$ cat src/rtl/cnn_dot_mac_seq.sv
// ============================================================================
//  Module   : cnn_dot_mac_seq
//  Brief    : Dot-product sequencer for one shared 14s x 8s multiplier; reads
//             activations/weights from 1-cycle memories, accumulates products.
//             Optional macro CNN_MAC_SAT_EN selects a saturating accumulate.
//  Revision : 1.0
// ============================================================================
`default_nettype none

module cnn_dot_mac_seq #(
    parameter int MAX_LEN = 1024,
    parameter int ADDR_W  = 10,
    parameter int LEN_W   = 11,
    parameter int ACC_W   = 32
) (
    input  logic              ap_clk,
    input  logic              ap_rst,
    input  logic              ap_start,
    output logic              ap_done,
    output logic              ap_idle,
    output logic              ap_ready,
    input  logic [LEN_W-1:0]  len,
    output logic [ADDR_W-1:0] x_address0,
    output logic              x_ce0,
    input  logic [13:0]       x_q0,
    output logic [ADDR_W-1:0] w_address0,
    output logic              w_ce0,
    input  logic [7:0]        w_q0,
    output logic [13:0]       mul_a,
    output logic [7:0]        mul_b,
    input  logic [21:0]       mul_p,
    output logic [ACC_W-1:0]  ap_return
);

    localparam logic [1:0] S_IDLE  = 2'd0;
    localparam logic [1:0] S_ISSUE = 2'd1;
    localparam logic [1:0] S_DRAIN = 2'd2;
    localparam logic [1:0] S_DONE  = 2'd3;

    localparam logic [LEN_W-1:0] MAX_LEN_C = LEN_W'(MAX_LEN);

    logic [1:0]        state_q;
    logic [1:0]        state_d;
    logic [LEN_W-1:0]  n_q;
    logic [ADDR_W-1:0] k_q;
    logic              drain_q;
    logic              v1_q;
    logic              v2_q;
    logic              v3_q;
    logic [13:0]       mul_a_q;
    logic [7:0]        mul_b_q;
    logic [21:0]       prod_q;
    logic [ACC_W-1:0]  acc_q;
    logic [ACC_W-1:0]  acc_d;
    logic [ACC_W-1:0]  ret_q;

    logic [LEN_W-1:0]  len_clamped;
    logic              last_issue;
    logic              start_job;
    logic [ACC_W-1:0]  acc_sum;

    assign len_clamped = (len > MAX_LEN_C) ? MAX_LEN_C : len;
    assign last_issue  = (LEN_W'(k_q) == (n_q - LEN_W'(1)));
    assign start_job   = (state_q == S_IDLE) && ap_start;

    // ------------------------------------------------------------------
    // State register
    // ------------------------------------------------------------------
    always_ff @(posedge ap_clk or posedge ap_rst) begin
        if (ap_rst) begin
            state_q <= S_IDLE;
        end else begin
            state_q <= state_d;
        end
    end

    // ------------------------------------------------------------------
    // Next-state logic
    // ------------------------------------------------------------------
    always_comb begin
        state_d = state_q;
        case (state_q)
            S_IDLE: begin
                if (ap_start) begin
                    state_d = (len_clamped == '0) ? S_DONE : S_ISSUE;
                end
            end
            S_ISSUE: begin
                if (last_issue) begin
                    state_d = S_DRAIN;
                end
            end
            S_DRAIN: begin
                if (drain_q) begin
                    state_d = S_DONE;
                end
            end
            S_DONE: begin
                state_d = S_IDLE;
            end
            default: begin
                state_d = S_IDLE;
            end
        endcase
    end

    // ------------------------------------------------------------------
    // Output logic
    // ------------------------------------------------------------------
    always_comb begin
        ap_idle    = (state_q == S_IDLE);
        ap_done    = (state_q == S_DONE);
        x_ce0      = (state_q == S_ISSUE);
        w_ce0      = (state_q == S_ISSUE);
        ap_ready   = (state_q == S_ISSUE) && last_issue;
        x_address0 = k_q;
        w_address0 = k_q;
        mul_a      = mul_a_q;
        mul_b      = mul_b_q;
        // The last term lands in the accumulator during DONE, so the result is
        // presented from the accumulate path then and held in ret_q afterwards.
        ap_return  = (state_q == S_DONE) ? acc_d : ret_q;
    end

    // ------------------------------------------------------------------
    // Accumulate arithmetic
    // ------------------------------------------------------------------
`ifdef CNN_MAC_SAT_EN
    localparam int               SUM_W   = ACC_W + 1;
    localparam logic [ACC_W-1:0] ACC_MAX = {1'b0, {(ACC_W-1){1'b1}}};
    localparam logic [ACC_W-1:0] ACC_MIN = {1'b1, {(ACC_W-1){1'b0}}};

    logic [SUM_W-1:0] sum_wide;

    assign sum_wide = SUM_W'($signed(acc_q)) + SUM_W'($signed(prod_q));

    always_comb begin
        acc_sum = sum_wide[ACC_W-1:0];
        if (sum_wide[SUM_W-1] != sum_wide[SUM_W-2]) begin
            acc_sum = sum_wide[SUM_W-1] ? ACC_MIN : ACC_MAX;
        end
    end
`else
    assign acc_sum = acc_q + ACC_W'($signed(prod_q));
`endif

    assign acc_d = v3_q ? acc_sum : acc_q;

    // ------------------------------------------------------------------
    // Counters, operand pipeline and accumulator
    // ------------------------------------------------------------------
    always_ff @(posedge ap_clk or posedge ap_rst) begin
        if (ap_rst) begin
            n_q     <= '0;
            k_q     <= '0;
            drain_q <= 1'b0;
            v1_q    <= 1'b0;
            v2_q    <= 1'b0;
            v3_q    <= 1'b0;
            mul_a_q <= '0;
            mul_b_q <= '0;
            prod_q  <= '0;
            acc_q   <= '0;
            ret_q   <= '0;
        end else begin
            if (start_job) begin
                n_q <= len_clamped;
            end

            if (state_q == S_ISSUE) begin
                k_q <= last_issue ? '0 : (k_q + ADDR_W'(1));
            end

            drain_q <= (state_q == S_DRAIN) ? ~drain_q : 1'b0;

            // Valid tag follows each term; operands fall back to zero when idle.
            v1_q    <= (state_q == S_ISSUE);
            v2_q    <= v1_q;
            v3_q    <= v2_q;
            mul_a_q <= v1_q ? x_q0 : '0;
            mul_b_q <= v1_q ? w_q0 : '0;
            prod_q  <= v2_q ? mul_p : '0;

            if (start_job) begin
                acc_q <= '0;
            end else begin
                acc_q <= acc_d;
            end

            if (state_q == S_DONE) begin
                ret_q <= acc_d;
            end
        end
    end

endmodule

`default_nettype wire

$ cat config.mk
export PLATFORM = sky130hd
export DESIGN_NAME = cnn_dot_mac_seq
export DESIGN_NICKNAME = d
export VERILOG_FILES = /design/src/rtl/cnn_dot_mac_seq.sv
export SDC_FILE = /design/constraint.sdc
export NUM_CORES = 1
export LEC_CHECK = 0
export ABC_CLOCK_PERIOD_IN_PS = 9100
export BUFFER_PORTS_ARGS = -buffer_cell sky130_fd_sc_hd__clkbuf_2
export CORE_UTILIZATION = 30
export CTS_CLUSTER_SIZE = 12
export DETAILED_ROUTE_END_ITERATION = 7
export SETUP_SLACK_MARGIN = 0.4
export SYNTH_ARGS = -nofsm -noshare
export SYNTH_HDL_FRONTEND = slang
export SYNTH_SLANG_ARGS = --single-unit
$ cat constraint.sdc
create_clock -name ap_clk -period 9.1 [get_ports ap_clk]
set_input_delay 0.91 -clock ap_clk [delete_from_list [all_inputs] [get_ports ap_clk]]
set_output_delay 0.91 -clock ap_clk [all_outputs]
set_load 0.01 [all_outputs]
==> results of run 1 <==
[layer usage]
metal,routed length [µm],part of all wire,track usage
met2,8390,0.50,0.240
met3,426,0.025,0.0305
met5,0,0,0
met1,7600,0.45,0.177
met4,388,0.023,0.0635
[sequential cells by signal, summed over array words and instances, names as in the netlist]
| register | flops |
|---|---|
| n_q | 11 |
| v1_q | 1 |
| ret_q | 32 |
| mul_b | 8 |
| prod_q | 22 |
| w_address0 | 10 |
| v3_q | 1 |
| mul_a | 14 |
| state_q | 2 |
| v2_q | 1 |
| acc_q | 32 |
| drain_q | 1 |
[layout by cell type, fill, tap and decap left out, types with 11 or more instances in the layout]
master	n
a21oi_1	59
a21o_1	16
xnor2_1	30
nand2b_1	11
ha_1	36
o21ai_0	29
inv_1	18
and2_1	52
clkbuf_16	17
dfrtp_1	135
clkbuf_2	136
nand3_1	16
nor2_1	91
nand2_1	51
mux2i_1	21
[report_power, final]
group          switching (mW)  internal (mW)  leakage, nW  total, mW
clock                   0.273          0.394        0.285      0.667
sequential              0.153          0.821         1.72      0.974
combinational           0.812          0.559         2.25       1.37
total                    1.24           1.77         4.26       3.01
[stage by stage]
step | power, mW | worst slack [ps]
after floorplan | 1.95 | 4580
after global placement | 2.35 | 5120
after detailed placement | 2.37 | 5070
after CTS | 3.05 | 4600
after global routing | 3.26 | 4290
final | 3.01 | 4660
[final cells by class]
cell class              count  area (µm²)
clock inverters            12         119
clock buffers              20         457
repair buffers            140         711
flip-flops and latches    135        3380
fillers                  2357       14800
multi-input cells         545        3550
inverters                  19        76.3
well taps                 319         399
[cell usage after synthesis (4+ instances only)]
| master | n | area, µm² |
|---|---|---|
| buf_4 | 11 | 82.6 |
| o211ai_1 | 4 | 30.0 |
| nor2b_1 | 8 | 50.1 |
| dfrtp_1 | 135 | 3380 |
| o21a_1 | 4 | 30.0 |
| xnor2_1 | 30 | 263 |
| a21oi_1 | 59 | 295 |
| nand4_1 | 4 | 25.0 |
| and2_1 | 52 | 325 |
| nor3_1 | 9 | 45.0 |
| mux2_2 | 4 | 45.0 |
| nand2b_1 | 11 | 68.8 |
| a22o_1 | 5 | 43.8 |
| nand3_1 | 16 | 80.1 |
| nand3b_1 | 8 | 60.1 |
| clkbuf_1 | 30 | 113 |
| inv_1 | 19 | 71.3 |
| o21ai_0 | 29 | 145 |
| o22ai_1 | 4 | 25.0 |
| o21bai_1 | 7 | 52.6 |
| nand2_1 | 51 | 191 |
| nor2_1 | 91 | 342 |
| a21o_1 | 16 | 120 |
| ha_1 | 37 | 463 |
| xor2_1 | 9 | 78.8 |
| and3_1 | 7 | 43.8 |
| a211oi_1 | 9 | 67.6 |
| a31oi_1 | 10 | 62.6 |
| mux2i_1 | 21 | 210 |
[worst min path at each step]
stage,to,slack [ps],cells past startpoint
after floorplan,drain_q$_DFF_PP0_,390,1
after global placement,drain_q$_DFF_PP0_,400,1
after detailed placement,drain_q$_DFF_PP0_,400,1
after CTS,drain_q$_DFF_PP0_,410,1
after global routing,drain_q$_DFF_PP0_,420,1
final,drain_q$_DFF_PP0_,410,1
[cell families after synthesis]
logic type               count (synthesis)  share of synthesized area
flip-flops                             135                      0.470
XOR/XNOR                                39                     0.0475
AO/OA/AOI/OAI                          173                      0.157
AND/OR/NAND/NOR                        270                      0.186
multiplexers                            25                     0.0355
adder cells (fa/ha/maj)                 38                     0.0672
buffers and inverters                   61                     0.0376
==> results by group, run 1 <==
Route
  – WL final: 16.8 mm
  – DRT iter0 DRCs: 313
  – Vias/cell: 4.71
  – DRT antenna net count: 0
  – DR DRC count: 0
  – Detailed-router iteration count before antenna repair: 5
  – Detailed-route via count: 5610
  – Routed len/inst: 14.1 µm

Cells and area
  – Area Overhead vs Synth: 20.8%
  – Non-filler instance count after layout: 1190
  – Finished Core Util: 0.370
  – Design area: 8690 µm²
  – Fin nets: 954
  – Share of cells above drive strength 1: 0.217
  – # diodes: 0

STA
  – Min cycle time layout: 4440 ps
  – Worst clock skew: 9.02 ps
  – Final setup viols: 0
  – Relative slew slack: 0.362
  – Hold Slack: 407 ps
  – RSZ-0062 raised after global routing: no
  – Final Hold Viols: 0
  – Tcrit/Tclk final: 0.488
  – Least-Margin Pin Slew: 957 ps
  – Setup_tns: 0 ps
  – F_max: 225 MHz
  – Slew Limit Fails: 0

Critical path
  – Stages on worst setup path: 12
  – Reg-to-reg slack, setup: 6070 ps
  – CP cell instances: ha_1 -> fa_1 -> a21oi_1 -> nand4b_1 -> a21boi_1 -> o31ai_2 -> a21oi_1 -> a211oi_1 -> xnor2_1 -> mux2i_1 -> a21oi_1 -> clkbuf_2
  – Slowest cell on the critical path: o31ai_2
  – CP Class: reg2out
  – Worst EP required: 8190 ps
  – Setup crit end kind: output port
  – Crit-path max cell delay: 440 ps
  – Worst path top cell family by delay: compound AO/OA/AOI/OAI gates
  – Crit path from: prod_q[0]$_DFF_PP0_
  – Reg2reg path depth: 11
  – Critical Path AT: 3530 ps
  – CP max FO: 5
  – CP dominant cell by count: a21oi_1
  – WP buf/inv: 1
  – CP Capture Point: ap_return[28]
  – R2r endpoint: ret_q[28]$_DFF_PP0_
  – Critical Path Start Type: flip-flop
  – Reg-to-Reg Start: prod_q[0]$_DFF_PP0_

Logic synthesis
  – Cell area after synthesis: 7190 µm²
  – Sequential cell area fraction in the yosys report: 0.470
  – Syn nets: 837
  – Cell variety after synth: 58
  – Post-synth EDFFs: 0
  – Syn_area_per_cell: 9.71 µm²
  – Synth Flop Type: dfrtp_1
  – Async set or reset register ratio after synthesis: 1.00
  – Post-synthesis cell count: 741
  – Yosys warns: 0
  – Synth Register Bits: 135

Clock network
  – Root Driver: clkbuf_16
  – Post-CTS Hold Fix Bufs: 0
  – Clk Latency, worst-skew pair: 420 ps
  – Cts repair resizes: 0
  – H-tree Lvls: 4
  – CTS tree: yes
  – CTS Sinks: 135
  – Worst-path clk slew: 60 ps
  – CTS max path bufs: 2
  – Num CTS Buffers: 17
  – Postcts setup bufs: 0

Placed design
  – Hpwl dp: 12.0 mm
  – Placed cell area: 8110 µm²
  – Number of port buffers: 136
  – Dpl cells: 1158
  – Routability cong.: 0.846

Power
  – Pwr dens: 347 nW/µm²
  – Worst vdd ir: 0.000191 V
  – Pleak: 4.26 nW

GRT
  – Largest net degree at the start of global routing: 76
  – Initial antenna violation count: 0
  – All-Layer GR Usage: 0.143
  – Total gr overflow: 0
  – Number of global-route vias before repair: 5390
  – First-pass GRT wire length: 27.4 mm

Die
  – Die ar.: 24600 µm²
  – Core area: 23500 µm²
  – Chip width: 157 µm
  – Initial core utilization: 0.306
  – Row Count: 56
  – Die H: 157 µm
  – IO Pins: 137

Hold path
  – Min-Delay Path Class: reg2reg
  – Hold_sp: drain_q$_DFF_PP0_

Run
  – MaxCap Viol Count: 0

Outcome
  – Status: completed
Power figures use the tool's default switching activity.
==> run 2: changes to the inputs <==
Settings changed: ABC_CLOCK_PERIOD_IN_PS 9100 to 3700.
Clock period 9.1 ns to 3.7 ns, I/O delays scaled along.
==> results by group, run 2 (synthesized netlist as in run 1, its figures left out) <==
Cells and area
  – Most common cell after layout, fill and taps aside: dfrtp_1
  – Multi-input logic area: 3850 µm² (+8.7%)
  – Reg area: 3380 µm² (unchanged)
  – Fin nets: 990 (+3.8%)
  – Most frequent cells in the layout: 135 x dfrtp_1, 127 x clkbuf_2, 90 x nor2_1
  – Top Registers: acc_q x32, ret_q x32, prod_q x22
  – Design area: 9340 µm² (+7.6%)
  – Fillers: 2324 (-1.4%)
  – Area Overhead vs Synth: 29.9%
  – Share of cells above drive strength 1: 0.291 (+0.0741)
  – # diodes: 0 (unchanged)

Placed design
  – Hpwl dp: 12.2 mm (+1.9%)
  – Number of port buffers: 136 (unchanged)
  – Placed cell area: 8160 µm² (+0.60%)
  – Routability cong.: 0.835 (-1.3%)

Critical path
  – Worst EP required: 3330 ps (-4860 ps)
  – CP Class: reg2out
  – CP cell instances: ha_1 -> a211oi_2 -> o21bai_2 -> a211oi_4 -> a21oi_4 -> o211ai_4 -> o21ai_4 -> xor2_1 -> mux2_4 -> mux2_4 -> clkbuf_2
  – Setup crit end kind: output port
  – Critical Path Start Type: flip-flop
  – CP dominant cell by count: mux2_4
  – CP max FO: 5 (unchanged)
  – Crit-path max cell delay: 380 ps (-60 ps)
  – Critical Path AT: 3160 ps (-370 ps)
  – Slowest cell on the critical path: dfrtp_1

STA
  – Final setup viols: 0 (unchanged)
  – Least-Margin Pin Slew: 720 ps (-238 ps)
  – Tcrit/Tclk final: 0.954
  – Min cycle time layout: 3530 ps
  – Worst clock skew: 10.6 ps (+1.56 ps)
  – Slew Limit Fails: 0 (unchanged)
  – RSZ-0062 raised after global routing: yes
  – Setup_tns: 0 ps (unchanged)
  – Relative slew slack: 0.519 (+0.157)
  – F_max: 283 MHz
  – Final Hold Viols: 0 (unchanged)

Run
  – MaxCap Viol Count: 0 (unchanged)

Route
  – DRT antenna net count: 0 (unchanged)
  – DRT iter0 DRCs: 267 (-15%)
  – Detailed-route via count: 5812 (+3.6%)
  – WL final: 17.7 mm (+5.1%)
  – Routed len/inst: 14.4 µm (+2.0%)
  – DR DRC count: 0 (unchanged)
  – Vias/cell: 4.74 (+0.56%)
  – Detailed-router iteration count before antenna repair: 5 (unchanged)

Clock network
  – CTS Sinks: 135 (unchanged)
  – H-tree Lvls: 4 (unchanged)
  – Worst-path clk slew: 60 ps (about the same)
  – Root Driver: clkbuf_16
  – Num CTS Buffers: 17 (unchanged)
  – CTS max path bufs: 2 (unchanged)
  – CTS tree: yes
  – Clk Latency, worst-skew pair: 420 ps (about the same)

Power
  – Worst vdd ir: 0.000419 V (+120%)
  – Total power: 8.01 mW (+170%)
  – Sw frac: 0.402 (-0.00930)
  – Pwr dens: 858 nW/µm² (+150%)
  – Combinational power share: 0.483 (+0.028)
  – Pleak: 4.46 nW (+4.8%)
  – Register share of total power: 0.300 (-0.023)
  – Share of total power in the clock network: 0.217 (-0.004)
  – Sw Pwr: 3.22 mW (+160%)
  – Cell internal pwr: 4.79 mW (+170%)

Die
  – Die ar.: 24600 µm² (unchanged)
  – IO Pins: 137 (unchanged)
  – Row Count: 56 (unchanged)
  – Initial core utilization: 0.306 (unchanged)
  – Core area: 23500 µm² (unchanged)
  – Chip width: 157 µm (unchanged)
  – Die H: 157 µm (unchanged)

Hold path
  – Min-Delay Path Class: in2reg

GRT
  – All-Layer GR Usage: 0.149 (+0.00527)
  – Number of global-route vias before repair: 5709 (+5.9%)
  – Largest net degree at the start of global routing: 87 (+14%)
  – First-pass GRT wire length: 28.5 mm (+4.3%)
  – Initial antenna violation count: 0 (unchanged)
  – Total gr overflow: 0 (unchanged)

Outcome
  – Status: completed
-- run 2: cell types whose count changed in the layout (fill, tap and decap cells not counted), moves of 6 or more --
cell / previous run / this run
a21oi_1: 59 / 50
a21oi_2: 1 / 8
buf_2: 0 / 6
buf_4: 4 / 35
clkbuf_2: 136 / 127
ha_1: 36 / 28
o21ai_0: 29 / 22
-- run 2: worst max-delay path, delay by kind of cell, from the launching register on --
| kind | cells | cell delay (ps) |
|---|---|---|
| mux | 2 | 560 |
| xor+xnor | 1 | 150 |
| flops | 1 | 380 |
| buf+inv | 1 | 130 |
| compound gates | 6 | 1200 |
| fa+ha+maj | 1 | 330 |
-- run 2: power by group through the flow --
stage / Sequential, mW / Combinational [mW] / Clock, mW
finish: 2.40 / 3.87 / 1.74
global route: 2.47 / 4.31 / 1.84
CTS: 2.41 / 3.79 / 1.78
detailed placement: 2.41 / 3.44 / 0
global placement: 2.40 / 3.40 / 0
floorplan: 2.34 / 2.47 / 0
-- run 2: area by class of cell --
class                   instances  share of cell area
multi-input cells             545               0.413
inverters                      19             0.00803
clock buffers                  20              0.0478
well taps                     319              0.0427
repair buffers                176               0.111
clock inverters                12              0.0163
flip-flops and latches        135               0.362
-- run 2: path summary, 6_finish.rpt --
path	cells past startpoint	slack, ps	from	end
min in group asynchronous	3	470	ap_rst	n_q[7]$_DFFE_PP0P_
max reg2reg	18	300	acc_q[0]$_DFF_PP0_	ret_q[22]$_DFF_PP0_
max	11	170	acc_q[1]$_DFF_PP0_	ap_return[19]
min	2	160	x_q0[0]	mul_a[0]$_DFF_PP0_
min reg2reg	1	410	drain_q$_DFF_PP0_	drain_q$_DFF_PP0_
max in group asynchronous	4	2460	ap_rst	ret_q[7]$_DFF_PP0_
-- run 2: metrics by stage --
stage | hold slack, ps | cells | setup slack, ps | util
finish | 158 | 1226 | 169 | 0.398
global route | 149 | 1226 | -10.2 | 0.398
CTS | 144 | 1220 | 95.9 | 0.392
detailed placement | 361 | 1163 | 331 | 0.348
global placement | 361 | 1163 | 382 | 0.348
floorplan | 388 | 741 | 665 | -
-- run 2: metal layers --
| metal | wire length, µm | part of all wire | GRT usage | vias up |
|---|---|---|---|---|
| li1 | - | - | - | 2880 |
| met1 | 8100 | 0.46 | 0.187 | 2801 |
| met5 | 0 | 0 | 0 | - |
| met4 | 352 | 0.020 | 0.0593 | 0 |
| met2 | 8660 | 0.49 | 0.249 | 103 |
| met3 | 560 | 0.032 | 0.0299 | 28 |
-- run 2: repair_timing --
item                                   in CTS  in global routing
setup buffers                              24                  6
resized for setup                          43                 33
hold buffers                                1                  0
setup endpoints to repair                  22                 25
pin swaps                                  32                 22
endpoints found under the hold margin      13                  0
==> run 3: changes to the inputs <==
Settings changed: ABC_CLOCK_PERIOD_IN_PS 3700 to 3600, REMOVE_ABC_BUFFERS set to 1.
Clock period 3.7 ns to 3.6 ns, I/O delays scaled along.
==> results by group, run 3 (synthesized netlist as in run 1, its figures left out) <==
Power
  – Pleak: 4.55 nW (+1.9%)
  – Combinational power share: 0.498 (+0.015)
  – Share of total power in the clock network: 0.206 (-0.011)
  – Sw Pwr: 3.44 mW (+6.9%)
  – Pwr dens: 870 nW/µm² (+1.5%)
  – Sw frac: 0.408 (+0.00669)
  – Worst vdd ir: 0.000424 V (+1.2%)
  – Register share of total power: 0.296 (-0.004)
  – Cell internal pwr: 4.98 mW (+3.9%)
  – Total power: 8.42 mW (+5.1%)

Clock network
  – Num CTS Buffers: 17 (unchanged)
  – Clk Latency, worst-skew pair: 420 ps (about the same)
  – CTS max path bufs: 2 (unchanged)
  – CTS tree: yes
  – CTS Sinks: 135 (unchanged)
  – Worst-path clk slew: 60 ps (about the same)
  – Post-CTS Hold Fix Bufs: 0 (-1)
  – H-tree Lvls: 4 (unchanged)
  – Root Driver: clkbuf_16

Placed design
  – Number of port buffers: 136 (unchanged)
  – Hpwl dp: 12.3 mm (+0.35%)
  – Dpl cells: 1162 (-0.086%)
  – Worst slack at placement: 153 ps (-179 ps)
  – Placed cell area: 8150 µm² (about the same)
  – Routability cong.: 0.824 (-1.3%)

Route
  – DRT antenna net count: 0 (unchanged)
  – Highest Signal Layer: met4
  – DR DRC count: 0 (unchanged)
  – WL met2: 8.82 mm (+1.8%)
  – Routed len/inst: 14.9 µm (+3.1%)
  – Detailed-route via count: 5848 (+0.62%)
  – WL final: 18.4 mm (+4.1%)
  – Detailed-router iteration count before antenna repair: 4 (-1)
  – DRT iter0 DRCs: 381 (+43%)
  – Vias/cell: 4.72 (-0.36%)
  – M1 wire length: 8.23 mm (+1.7%)
  – Met3 wire len: 1.08 mm (+94%)

Cells and area
  – Area Overhead vs Synth: 34.6%
  – Top Registers: acc_q x32, ret_q x32, prod_q x22
  – Share of cells above drive strength 1: 0.344 (+0.0528)
  – Fin nets: 1002 (+1.2%)
  – Most common cell after layout, fill and taps aside: dfrtp_1
  – Non-filler instance count after layout: 1238 (+0.98%)
  – # diodes: 0 (unchanged)
  – Most frequent cells in the layout: 133 x dfrtp_1, 123 x clkbuf_2, 87 x nor2_1
  – Design area: 9680 µm² (+3.6%)

STA
  – Final setup viols: 0 (unchanged)
  – Slew Limit Fails: 0 (unchanged)
  – Least-Margin Pin Slew: 823 ps (+103 ps)
  – Worst clock skew: 12.8 ps (+2.21 ps)
  – PnR worst setup slack: 138 ps (-31.6 ps)
  – Min cycle time layout: 3460 ps
  – RSZ-0062 raised after global routing: yes
  – Relative slew slack: 0.451 (-0.0676)
  – Tcrit/Tclk final: 0.962
  – F_max: 289 MHz
  – Final Hold Viols: 0 (unchanged)

Critical path
  – Critical Path AT: 3100 ps (-60 ps)
  – R2r endpoint: acc_q[22]$_DFF_PP0_
  – CP Capture Point: ap_return[10]
  – Reg-to-reg slack, setup: 550 ps (+250 ps)
  – Critical Path Start Type: flip-flop
  – CP max FO: 3 (-2)
  – Reg-to-Reg Start: acc_q[9]$_DFF_PP0_
  – Setup crit end kind: output port
  – Crit path from: acc_q[0]$_DFF_PP0_
  – Worst EP required: 3240 ps (-90 ps)
  – Reg2reg path depth: 17 (-1)
  – CP Class: reg2out

GRT
  – Number of global-route vias before repair: 5815 (+1.9%)
  – Total gr overflow: 0 (unchanged)
  – Largest net degree at the start of global routing: 86 (-1.1%)
  – All-Layer GR Usage: 0.156 (+0.00745)
  – First-pass GRT wire length: 29.7 mm (+4.0%)
  – Initial antenna violation count: 0 (unchanged)

Die
  – Chip width: 157 µm (unchanged)
  – IO Pins: 137 (unchanged)
  – Initial core utilization: 0.306 (unchanged)
  – Die H: 157 µm (unchanged)
  – Row Count: 56 (unchanged)
  – Die ar.: 24600 µm² (unchanged)
  – Core area: 23500 µm² (unchanged)

Outcome
  – Status: completed

Hold path
  – Min-Delay Path Class: in2async

Run
  – MaxCap Viol Count: 0 (unchanged)
## run 3: cell types whose count changed in the layout (fill, tap and decap cells not counted), moves of 4 or more
cell / delta
buf_2: +5
o21ai_2: +5
a21oi_1: -7
a31oi_2: +4
ha_1: -8
o21ai_0: -5
ha_4: +6
clkbuf_2: -4
inv_6: +7
a21oi_2: +8
buf_6: +9
## run 3: worst min-delay path by stage
stage | startpoint | end | slack, ps
floorplan | drain_q$_DFF_PP0_ | drain_q$_DFF_PP0_ | 390
global placement | drain_q$_DFF_PP0_ | drain_q$_DFF_PP0_ | 400
detailed placement | drain_q$_DFF_PP0_ | drain_q$_DFF_PP0_ | 400
CTS | ap_rst | n_q[1]$_DFFE_PP0P_ | 130
global route | x_q0[0] | mul_a[0]$_DFF_PP0_ | 120
finish | ap_rst | mul_b[1]$_DFF_PP0_ | 80
## run 3: metrics by stage
step | util | setup TNS, ps | hold WS, ps
3_3_place_gp | 0.347 | 0 | 399
4_1_cts | 0.396 | 0 | 126
6_report | 0.412 | 0 | 79.4
2_1_floorplan | - | -50100 | 388
5_1_grt | 0.412 | -173 | 123
3_5_place_dp | 0.347 | 0 | 402
## run 3: power by group through the flow
stage | sequential, mW | combinational [mW] | clock, mW
CTS | 2.49 | 3.87 | 1.79
global route | 2.57 | 4.64 | 1.86
floorplan | 2.48 | 2.36 | 0
finish | 2.49 | 4.20 | 1.74
detailed placement | 2.48 | 3.53 | 0
global placement | 2.47 | 3.49 | 0
## run 3: worst max-delay path, stage by stage (launching register included)
cell,delay [ps]
dfrtp_1,410
ha_4,180
fa_2,350
a21oi_2,150
nand4b_1,170
a21boi_2,110
buf_4,150
buf_6,110
o21ai_2,120
nand2b_1,80
a31oi_1,230
xnor2_1,140
mux2i_1,130
a21oi_2,190
buf_2,150
## run 3: area by class of cell
class | instances | area, µm²
clock inverters | 13 | 136
clock buffers | 19 | 453
multi-input cells | 545 | 4060
inverters | 19 | 76.3
repair buffers | 188 | 1170
well taps | 319 | 399
fillers | 2278 | 13800
flip-flops and latches | 135 | 3380
## run 3: repair_timing
item | in CTS | in global routing
resized for setup | 72 | 68
setup buffers | 27 | 16
hold endpoints to repair | 0 | 0
setup endpoints to repair | 24 | 27
pin swaps | 48 | 34
gates cloned | 1 | 0
## run 3: metal layers
| metal | GRT usage | up-vias |
|---|---|---|
| met4 | 0.0453 | 0 |
| met5 | 0 | - |
| li1 | - | 2905 |
| met2 | 0.258 | 151 |
| met1 | 0.192 | 2770 |
| met3 | 0.0515 | 22 |
